<file path="config.mk">
export PLATFORM = sky130hd
export DESIGN_NAME = regfile_mp_flat
export DESIGN_NICKNAME = d
export VERILOG_FILES = /design/src/rtl/regfile_mp_if.sv /design/src/rtl/regfile_mp.sv /design/src/flat_wrapper.sv
export SDC_FILE = /design/constraint.sdc
export NUM_CORES = 2
export LEC_CHECK = 0
export BUFFER_PORTS_ARGS = -buffer_cell sky130_fd_sc_hd__buf_4
export CAP_MARGIN = 30
export CELL_PAD_IN_SITES_DETAIL_PLACEMENT = 1
export CELL_PAD_IN_SITES_GLOBAL_PLACEMENT = 1
export CORE_ASPECT_RATIO = 0.5
export CORE_MARGIN = 10
export CORE_UTILIZATION = 55
export DETAILED_ROUTE_END_ITERATION = 6
export GPL_ROUTABILITY_DRIVEN = 0
export HOLD_SLACK_MARGIN = 0.08
export MAX_ROUTING_LAYER = met4
export PLACE_DENSITY = 0.9
export SYNTH_ARGS = -nofsm -noshare
export SYNTH_HDL_FRONTEND = slang
export SYNTH_SLANG_ARGS = --single-unit
</file>
<file path="constraint.sdc">
create_clock -name clk -period 2.16 [get_ports clk]
set_input_delay 0.216 -clock clk [delete_from_list [all_inputs] [get_ports clk]]
set_output_delay 0.216 -clock clk [all_outputs]
set_load 0.005 [all_outputs]
</file>
<file path="src/rtl/regfile_mp_if.sv">
// Register file access bundle: read ports (decode side) plus general and link write ports (writeback side).
// Parameters must match the regfile_mp instance that this bundle is attached to.
// master = requester driving addresses/writes, slave = the register file itself.
interface regfile_mp_if #(
  parameter int WIDTH  = 32,
  parameter int DEPTH  = 32,
  parameter int NUM_RD = 2
);
  localparam int AW = $clog2(DEPTH);

  logic [NUM_RD-1:0]       rd_en;
  logic [NUM_RD*AW-1:0]    rd_addr;
  logic [NUM_RD*WIDTH-1:0] rd_data;
  logic [NUM_RD-1:0]       rd_valid;

  logic                    wr_en;
  logic [AW-1:0]           wr_addr;
  logic [WIDTH/8-1:0]      wr_be;
  logic [WIDTH-1:0]        wr_data;

  logic                    link_en;
  logic [WIDTH-1:0]        link_data;

  modport master (
    output rd_en, rd_addr, wr_en, wr_addr, wr_be, wr_data, link_en, link_data,
    input  rd_data, rd_valid
  );

  modport slave (
    input  rd_en, rd_addr, wr_en, wr_addr, wr_be, wr_data, link_en, link_data,
    output rd_data, rd_valid
  );
endinterface

</file>
<file path="src/rtl/regfile_mp.sv">
// Multi-read-port register file with byte-enabled write port and link-register write port.
// Latency: reads are registered, data/valid appear one cycle after rd_en is sampled.
// Backpressure: none; every read and write is accepted on the cycle it is presented.
module regfile_mp #(
  parameter int WIDTH     = 32,
  parameter int DEPTH     = 32,
  parameter int NUM_RD    = 2,
  parameter int ZERO_REG  = 1,
  parameter int LINK_ADDR = 31,
  parameter int BYPASS    = 1
) (
  input  logic         clk,
  input  logic         rst_n,
  regfile_mp_if.slave  rf
);
  localparam int AW    = $clog2(DEPTH);
  localparam int NBYTE = WIDTH / 8;
  localparam logic [AW-1:0] LINK_IDX = AW'(LINK_ADDR);
  // A link register that aliases the zero register can never be written.
  localparam bit LINK_LIVE = !((ZERO_REG != 0) && (LINK_ADDR == 0));

  logic [WIDTH-1:0]             regs [DEPTH];
  logic [NUM_RD-1:0][WIDTH-1:0] res;
  logic [NUM_RD-1:0][WIDTH-1:0] data_q;
  logic [NUM_RD-1:0]            valid_q;
  logic                         wr_live;
  logic                         link_live;
  logic [AW-1:0]                ra;
  logic [WIDTH-1:0]             rv;

  // Qualify both write ports against the hardwired-zero register.
  always_comb begin
    wr_live   = rf.wr_en && !((ZERO_REG != 0) && (rf.wr_addr == '0));
    link_live = rf.link_en && LINK_LIVE;
  end

  // Storage update: byte-merged general write first, link write overrides on collision.
  always_ff @(posedge clk or negedge rst_n) begin
    if (!rst_n) begin
      for (int i = 0; i < DEPTH; i++) regs[i] <= '0;
    end else begin
      if (wr_live) begin
        for (int b = 0; b < NBYTE; b++) begin
          if (rf.wr_be[b]) regs[rf.wr_addr][b*8 +: 8] <= rf.wr_data[b*8 +: 8];
        end
      end
      if (link_live) regs[LINK_IDX] <= rf.link_data;
    end
  end

  // Resolve each read address, optionally forwarding this cycle's writes.
  always_comb begin
    res = '0;
    ra  = '0;
    rv  = '0;
    for (int p = 0; p < NUM_RD; p++) begin
      ra = rf.rd_addr[p*AW +: AW];
      rv = regs[ra];
      if (BYPASS != 0) begin
        if (wr_live && (rf.wr_addr == ra)) begin
          for (int b = 0; b < NBYTE; b++) begin
            if (rf.wr_be[b]) rv[b*8 +: 8] = rf.wr_data[b*8 +: 8];
          end
        end
        if (link_live && (LINK_IDX == ra)) rv = rf.link_data;
      end
      if ((ZERO_REG != 0) && (ra == '0)) rv = '0;
      res[p] = rv;
    end
  end

  // Read output registers: data loads only on enable, valid tracks the enable.
  always_ff @(posedge clk or negedge rst_n) begin
    if (!rst_n) begin
      data_q  <= '0;
      valid_q <= '0;
    end else begin
      valid_q <= rf.rd_en;
      for (int p = 0; p < NUM_RD; p++) begin
        if (rf.rd_en[p]) data_q[p] <= res[p];
      end
    end
  end

  assign rf.rd_data  = data_q;
  assign rf.rd_valid = valid_q;
endmodule

</file>
<file path="src/flat_wrapper.sv">
// flat-port wrapper written by rule: the top's interface ports become plain ports
module regfile_mp_flat 
#(
  parameter int WIDTH     = 32,
  parameter int DEPTH     = 32,
  parameter int NUM_RD    = 2,
  parameter int ZERO_REG  = 1,
  parameter int LINK_ADDR = 31,
  parameter int BYPASS    = 1
)
  (clk, rst_n, rf_rd_en, rf_rd_addr, rf_wr_en, rf_wr_addr, rf_wr_be, rf_wr_data, rf_link_en, rf_link_data, rf_rd_data, rf_rd_valid);
  regfile_mp_if #(.WIDTH(WIDTH), .DEPTH(DEPTH), .NUM_RD(NUM_RD)) rf_i ();
  input  logic clk;
  input  logic rst_n;
  input wire logic [$bits(rf_i.rd_en)-1:0] rf_rd_en;
  input wire logic [$bits(rf_i.rd_addr)-1:0] rf_rd_addr;
  input wire logic [$bits(rf_i.wr_en)-1:0] rf_wr_en;
  input wire logic [$bits(rf_i.wr_addr)-1:0] rf_wr_addr;
  input wire logic [$bits(rf_i.wr_be)-1:0] rf_wr_be;
  input wire logic [$bits(rf_i.wr_data)-1:0] rf_wr_data;
  input wire logic [$bits(rf_i.link_en)-1:0] rf_link_en;
  input wire logic [$bits(rf_i.link_data)-1:0] rf_link_data;
  output wire logic [$bits(rf_i.rd_data)-1:0] rf_rd_data;
  output wire logic [$bits(rf_i.rd_valid)-1:0] rf_rd_valid;
  assign rf_i.rd_en = rf_rd_en;
  assign rf_i.rd_addr = rf_rd_addr;
  assign rf_i.wr_en = rf_wr_en;
  assign rf_i.wr_addr = rf_wr_addr;
  assign rf_i.wr_be = rf_wr_be;
  assign rf_i.wr_data = rf_wr_data;
  assign rf_i.link_en = rf_link_en;
  assign rf_i.link_data = rf_link_data;
  assign rf_rd_data = rf_i.rd_data;
  assign rf_rd_valid = rf_i.rd_valid;
  regfile_mp #(.WIDTH(WIDTH), .DEPTH(DEPTH), .NUM_RD(NUM_RD), .ZERO_REG(ZERO_REG), .LINK_ADDR(LINK_ADDR), .BYPASS(BYPASS)) u_core (.clk(clk), .rst_n(rst_n), .rf(rf_i));
endmodule
</file>
==> flow_metrics.env, run 1 <==
export IMPL_synth_flop_type="sky130_fd_sc_hd__dfrtp_1"
export IMPL_floorplan_io_pins=155
export IMPL_numClockSinks=1090
export IMPL_synth_avg_cell_area_um2=15.45
export IMPL_top_area_cell_type_share_of_the_netlist_area_pct=42.40
export IMPL_asr_flop_ratio_synth_pct=100.0
export IMPL_synth_most_common_cell="sky130_fd_sc_hd__dfrtp_1"
export IMPL_cts_root_buf="sky130_fd_sc_hd__clkbuf_16"
export IMPL_instance_count_after_placement_with_tap_cells_included=5976
export IMPL_globalRouteOverflowTotal=10
export IMPL_status="stopped before the end"
export IMPL_die_width_um=503.7
export IMPL_syn_cell_area_mm2=0.06433
export IMPL_clk_path_buf_depth=3
export IMPL_synth_area_leader_cell="sky130_fd_sc_hd__dfrtp_1"
export IMPL_ctsHtreeMaxLevel=3
export IMPL_cells_after_synth=4165
export IMPL_synth_edf_count=0
export IMPL_cts_buffers_inserted=102
export IMPL_yosys_warning_total=0
export IMPL_error_line="[ERROR GRT-0232] Routing congestion too high. Check the congestion heatmap in the GUI."
export IMPL_synth_cell_type_count=62
export IMPL_post_synth_most_frequent_cells="1090 x sky130_fd_sc_hd__dfrtp_1, 960 x sky130_fd_sc_hd__mux2_4, 482 x sky130_fd_sc_hd__mux4_2"
export IMPL_ys_ff_latch=1090
export IMPL_portBuffers=154
export IMPL_terminating_stage_of_the_flow="global routing"
export IMPL_initial_core_util_pct=55.59
export IMPL_cts_setup_buffers=0
export IMPL_synthTopCellsByArea="sky130_fd_sc_hd__dfrtp_1 42%, sky130_fd_sc_hd__mux2_4 22%, sky130_fd_sc_hd__mux4_2 17%"
export IMPL_grt_start_max_net_pins=115
export IMPL_synth_yosys_seq_area_share_pct=42.40
export IMPL_die_height_um=261.8
export IMPL_grt_use_total_pct=74.38
export IMPL_postSynthNetCount=4254
export IMPL_place_detailed_hpwl_um=199500
export IMPL_rows=88
[cell families after synthesis]
group	after synthesis	synth area share (%)
DFF	1090	42.40
muxes	1599	41.77
buffers and inverters	447	3.172
xor gates and xnor gates	10	0.1361
and+or+nand+nor	574	7.342
AOI/OAI and AO/OA	445	5.177
[through the flow]
step	utilization (%)	instance area, um2	setup slack [ns]
after detailed placement	61.20	70830	-0.6244
after global placement	61.20	70830	-0.1874
after floorplan	-	64330	0.05306
after CTS	64.93	75140	0.02018
[layer usage]
metal	global-route usage (%)	GRT overflow
met1	72.01	1
met2	83.10	6
met3	71.88	0
met4	65.88	3
met5	-	-
[timing repair]
action,in CTS
endpoints found under the hold margin,1586
gates resized for setup,5
hold buffers,79
cloned,0
endpoints found under the setup margin,5
==> run 2, diff against run 1 <==
Settings changed: CELL_PAD_IN_SITES_DETAIL_PLACEMENT 1 to unset, CELL_PAD_IN_SITES_GLOBAL_PLACEMENT 1 to unset, CORE_ASPECT_RATIO 0.5 to unset, CORE_UTILIZATION 55 to 40, HOLD_SLACK_MARGIN 0.08 to unset, MAX_ROUTING_LAYER met4 to unset, PLACE_DENSITY 0.9 to unset, PLACE_DENSITY_LB_ADDON set to 0.15.
==> run 2 against run 1 <==
Effect of this change: the flow now finishes, with violations (design-rule violations); synthesized area stayed put; synthesized cell count stayed put.
==> flow_metrics.env, run 2 <==
export IMPL_post_synth_most_frequent_cells="1090 x sky130_fd_sc_hd__dfrtp_1, 960 x sky130_fd_sc_hd__mux2_4, 482 x sky130_fd_sc_hd__mux4_2"
export IMPL_synth_cell_type_count=62
export IMPL_drt_pre_antenna_iters=7
export IMPL_cpMostUsedCell="sky130_fd_sc_hd__buf_4"
export IMPL_grt_start_max_net_pins=125
export IMPL_crit_path_end_kind="flop"
export IMPL_timing_critical_path_buf_inv=2
export IMPL_cts_setup_buffers=0
export IMPL_die_height_um=421.0
export IMPL_ys_ff_latch=1090
export IMPL_violations_in_the_final_reports="design-rule violations"
export IMPL_detail_route_antenna_nets=0
export IMPL_grt_setup_unrepaired="false"
export IMPL_initial_antenna_violation_count=17
export IMPL_arrival_ns=2.69
export IMPL_synth_avg_cell_area_um2=15.45
export IMPL_number_of_global_route_vias_before_repair=43830
export IMPL_cp_max_stage_cell="sky130_fd_sc_hd__mux4_2"
export IMPL_hold_viol=0
export IMPL_num_nets_final=4811
export IMPL_final_layout_size_suffix_gt1_share_pct=53.25
export IMPL_floorplan_io_pins=155
export IMPL_syn2layout_area_growth_pct=20.92
export IMPL_synth_yosys_seq_area_share_pct=42.40
export IMPL_maxCapViolations=0
export IMPL_power_density_mw_per_mm2=776.0
export IMPL_critPathMaxFanout=3
export IMPL_synthTopCellsByArea="sky130_fd_sc_hd__dfrtp_1 42%, sky130_fd_sc_hd__mux2_4 22%, sky130_fd_sc_hd__mux4_2 17%"
export IMPL_drt_initial_drc_count=4434
export IMPL_post_route_util_pct=48.56
export IMPL_worstSkewPairLatency_ns=0.79
export IMPL_grt_use_total_pct=26.35
export IMPL_totalPowerFinal_mw=60.37
export IMPL_cells_after_synth=4165
export IMPL_remaining_drc_errors=3
export IMPL_crit_required_ns=2.79
export IMPL_timing_max_slew_rel_slack_pct=37.03
export IMPL_postSynthNetCount=4254
export IMPL_yosys_warning_total=0
export IMPL_portBuffers=154
export IMPL_synth_most_common_cell="sky130_fd_sc_hd__dfrtp_1"
export IMPL_instances_no_fill=6986
export IMPL_largest_register_ffs=1024
export IMPL_finalSetupViolCount=0
export IMPL_fin_worst_skew_ns=0.03035
export IMPL_clk_path_buf_depth=3
export IMPL_post_route_cell_area_mm2=0.07779
export IMPL_synth_flop_type="sky130_fd_sc_hd__dfrtp_1"
export IMPL_ctsResizeCount=0
export IMPL_rows=147
export IMPL_totalWireLength_um=238000
export IMPL_status="finished, violations left"
export IMPL_grt_first_pass_wirelength_um=343200
export IMPL_cpLargestDelayFamily="compound AO/OA/AOI/OAI gates"
export IMPL_synth_area_leader_cell="sky130_fd_sc_hd__dfrtp_1"
export IMPL_wire_per_inst_um=34.07
export IMPL_total_leakage_power_nw=35.73
export IMPL_commonest_non_fill_non_tap_cell_in_the_layout="sky130_fd_sc_hd__dfrtp_1"
export IMPL_cts_root_buf="sky130_fd_sc_hd__clkbuf_16"
export IMPL_layout_min_cycle_time_ns=2.058
export IMPL_place_detailed_hpwl_um=170300
export IMPL_top_area_cell_type_share_of_the_netlist_area_pct=42.40
export IMPL_start_kind="flop"
export IMPL_instance_count_after_placement_with_tap_cells_included=6658
export IMPL_cts_buffers_inserted=130
export IMPL_path_class="flop to flop"
export IMPL_worst_slew_pin_slew_ns=0.9435
export IMPL_fmax_mhz=486.0
export IMPL_registers_top_by_ff_count="u_core.regs"
export IMPL_postPlaceCellArea_mm2=0.07260
export IMPL_vdd_ir_drop_max_v=0.0008176
export IMPL_vias=42630
export IMPL_ctsHtreeMaxLevel=4
export IMPL_crit_path_cell_trace="mux4_2 > o22ai_1 > nor3_1 > buf_4 > a31oi_1 > buf_4 > o221ai_1"
export IMPL_worst_hold_path_type="input port to flop"
export IMPL_cpPeakStageDelay_ns=0.48
export IMPL_clkSlewWorstSetupHoldPaths_ns=0.06
export IMPL_tritoncts="yes"
export IMPL_floorplan_die_area_mm2=0.1773
export IMPL_synth_edf_count=0
export IMPL_syn_cell_area_mm2=0.06433
export IMPL_globalRouteOverflowTotal=0
export IMPL_avgViaCountPerCell=6.102
export IMPL_timing_max_transition_violations_final=0
export IMPL_asr_flop_ratio_synth_pct=100.0
export IMPL_initial_core_util_pct=40.16
export IMPL_fin_crit_sh_pct=95.26
export IMPL_fill_cells=13670
export IMPL_core_region_area_mm2=0.1602
export IMPL_die_width_um=421.0
export IMPL_numClockSinks=1090
export IMPL_layout_cells_most_common_list="1090 x sky130_fd_sc_hd__dfrtp_1, 960 x sky130_fd_sc_hd__mux2_4, 570 x sky130_fd_sc_hd__buf_4, 482 x sky130_fd_sc_hd__mux4_2, 148 x sky130_fd_sc_hd__buf_12"
-- run 2: cell counts after synthesis --
Identical to the previous run, type by type.
-- run 2: cell families after synthesis --
kind of cell    after synthesis  share of synthesized area, %
simple gates                574                         7.342
xor+xnor                     10                        0.1361
flops                      1090                         42.40
compound gates              445                         5.177
mux                        1599                         41.77
buf+inv                     447                         3.172
-- run 2: what timing repair did --
| action | in CTS | in global routing |
|---|---|---|
| hold buffers | 92 | 0 |
| endpoints found under the setup margin | 0 | 0 |
| endpoints found under the hold margin | 1175 | 0 |
-- run 2: worst register-to-register path, delay by kind of cell (launching register included) --
family | cells | cell delay [ns]
AOI/OAI and AO/OA | 3 | 0.59
and+or+nand+nor | 1 | 0.11
buffers and inverters | 2 | 0.34
muxes | 1 | 0.48
DFF | 1 | 0.40
-- run 2: power breakdown --
group          switching (mW)  internal [mW]  total (mW)
combinational            5.18           7.42        12.6
sequential               2.32           23.0        25.4
clock                    9.21           13.2        22.4
-- run 2: final timing paths --
| kind | slack [ns] | depth (start not counted) | to | startpoint |
|---|---|---|---|---|
| worst max-delay path | 0.10 | 7 | u_core.rf.rd_data[28] | u_core.regs[668] |
| worst min-delay path | 0.03 | 2 | u_core.regs[372] | rf_wr_data[20] |
| worst max register to register | 0.10 | 7 | u_core.rf.rd_data[28] | u_core.regs[668] |
| worst min register to register | 0.39 | 0 | u_core.regs[1023] | u_core.regs[1023] |
| max in group asynchronous | 1.06 | 3 | u_core.regs[34] | rst_n |
| min in group asynchronous | 0.16 | 3 | u_core.regs[6] | rst_n |
-- run 2: metrics by stage --
| stage | TNS, ns | setup slack (ns) | hold WS, ns |
|---|---|---|---|
| after CTS | 0 | 0.1009 | 0.0008107 |
| after global routing | 0 | 0.006664 | 0.02006 |
| after floorplan | 0 | 0.05306 | -0.07959 |
| final | 0 | 0.1023 | 0.03365 |
| after global placement | -10.35 | -0.4220 | 0.1161 |
| after detailed placement | -9.641 | -0.3902 | 0.1106 |
-- run 2: area by class of cell --
class                      count  area (um2)  share of cell area, %
antenna                        9       22.52                0.02895
clock buffer                 188        3817                  4.907
clock inverter                39       431.7                 0.5549
inverter                      56       210.2                 0.2702
multi-input combinational   2628       35080                  45.10
sequential                  1090       27280                  35.06
tap                         2160        2703                  3.474
timing repair buffer         816        8249                  10.60
-- run 2: routing by layer --
metal	track usage, %	vias up	part of all wire, %
li1	-	17240	-
met1	36.90	23040	43
met4	12.00	2	5.0
met5	0	-	0.0034
met3	4.657	449	6.5
met2	39.75	1897	45
Power figures use the tool's default switching activity.
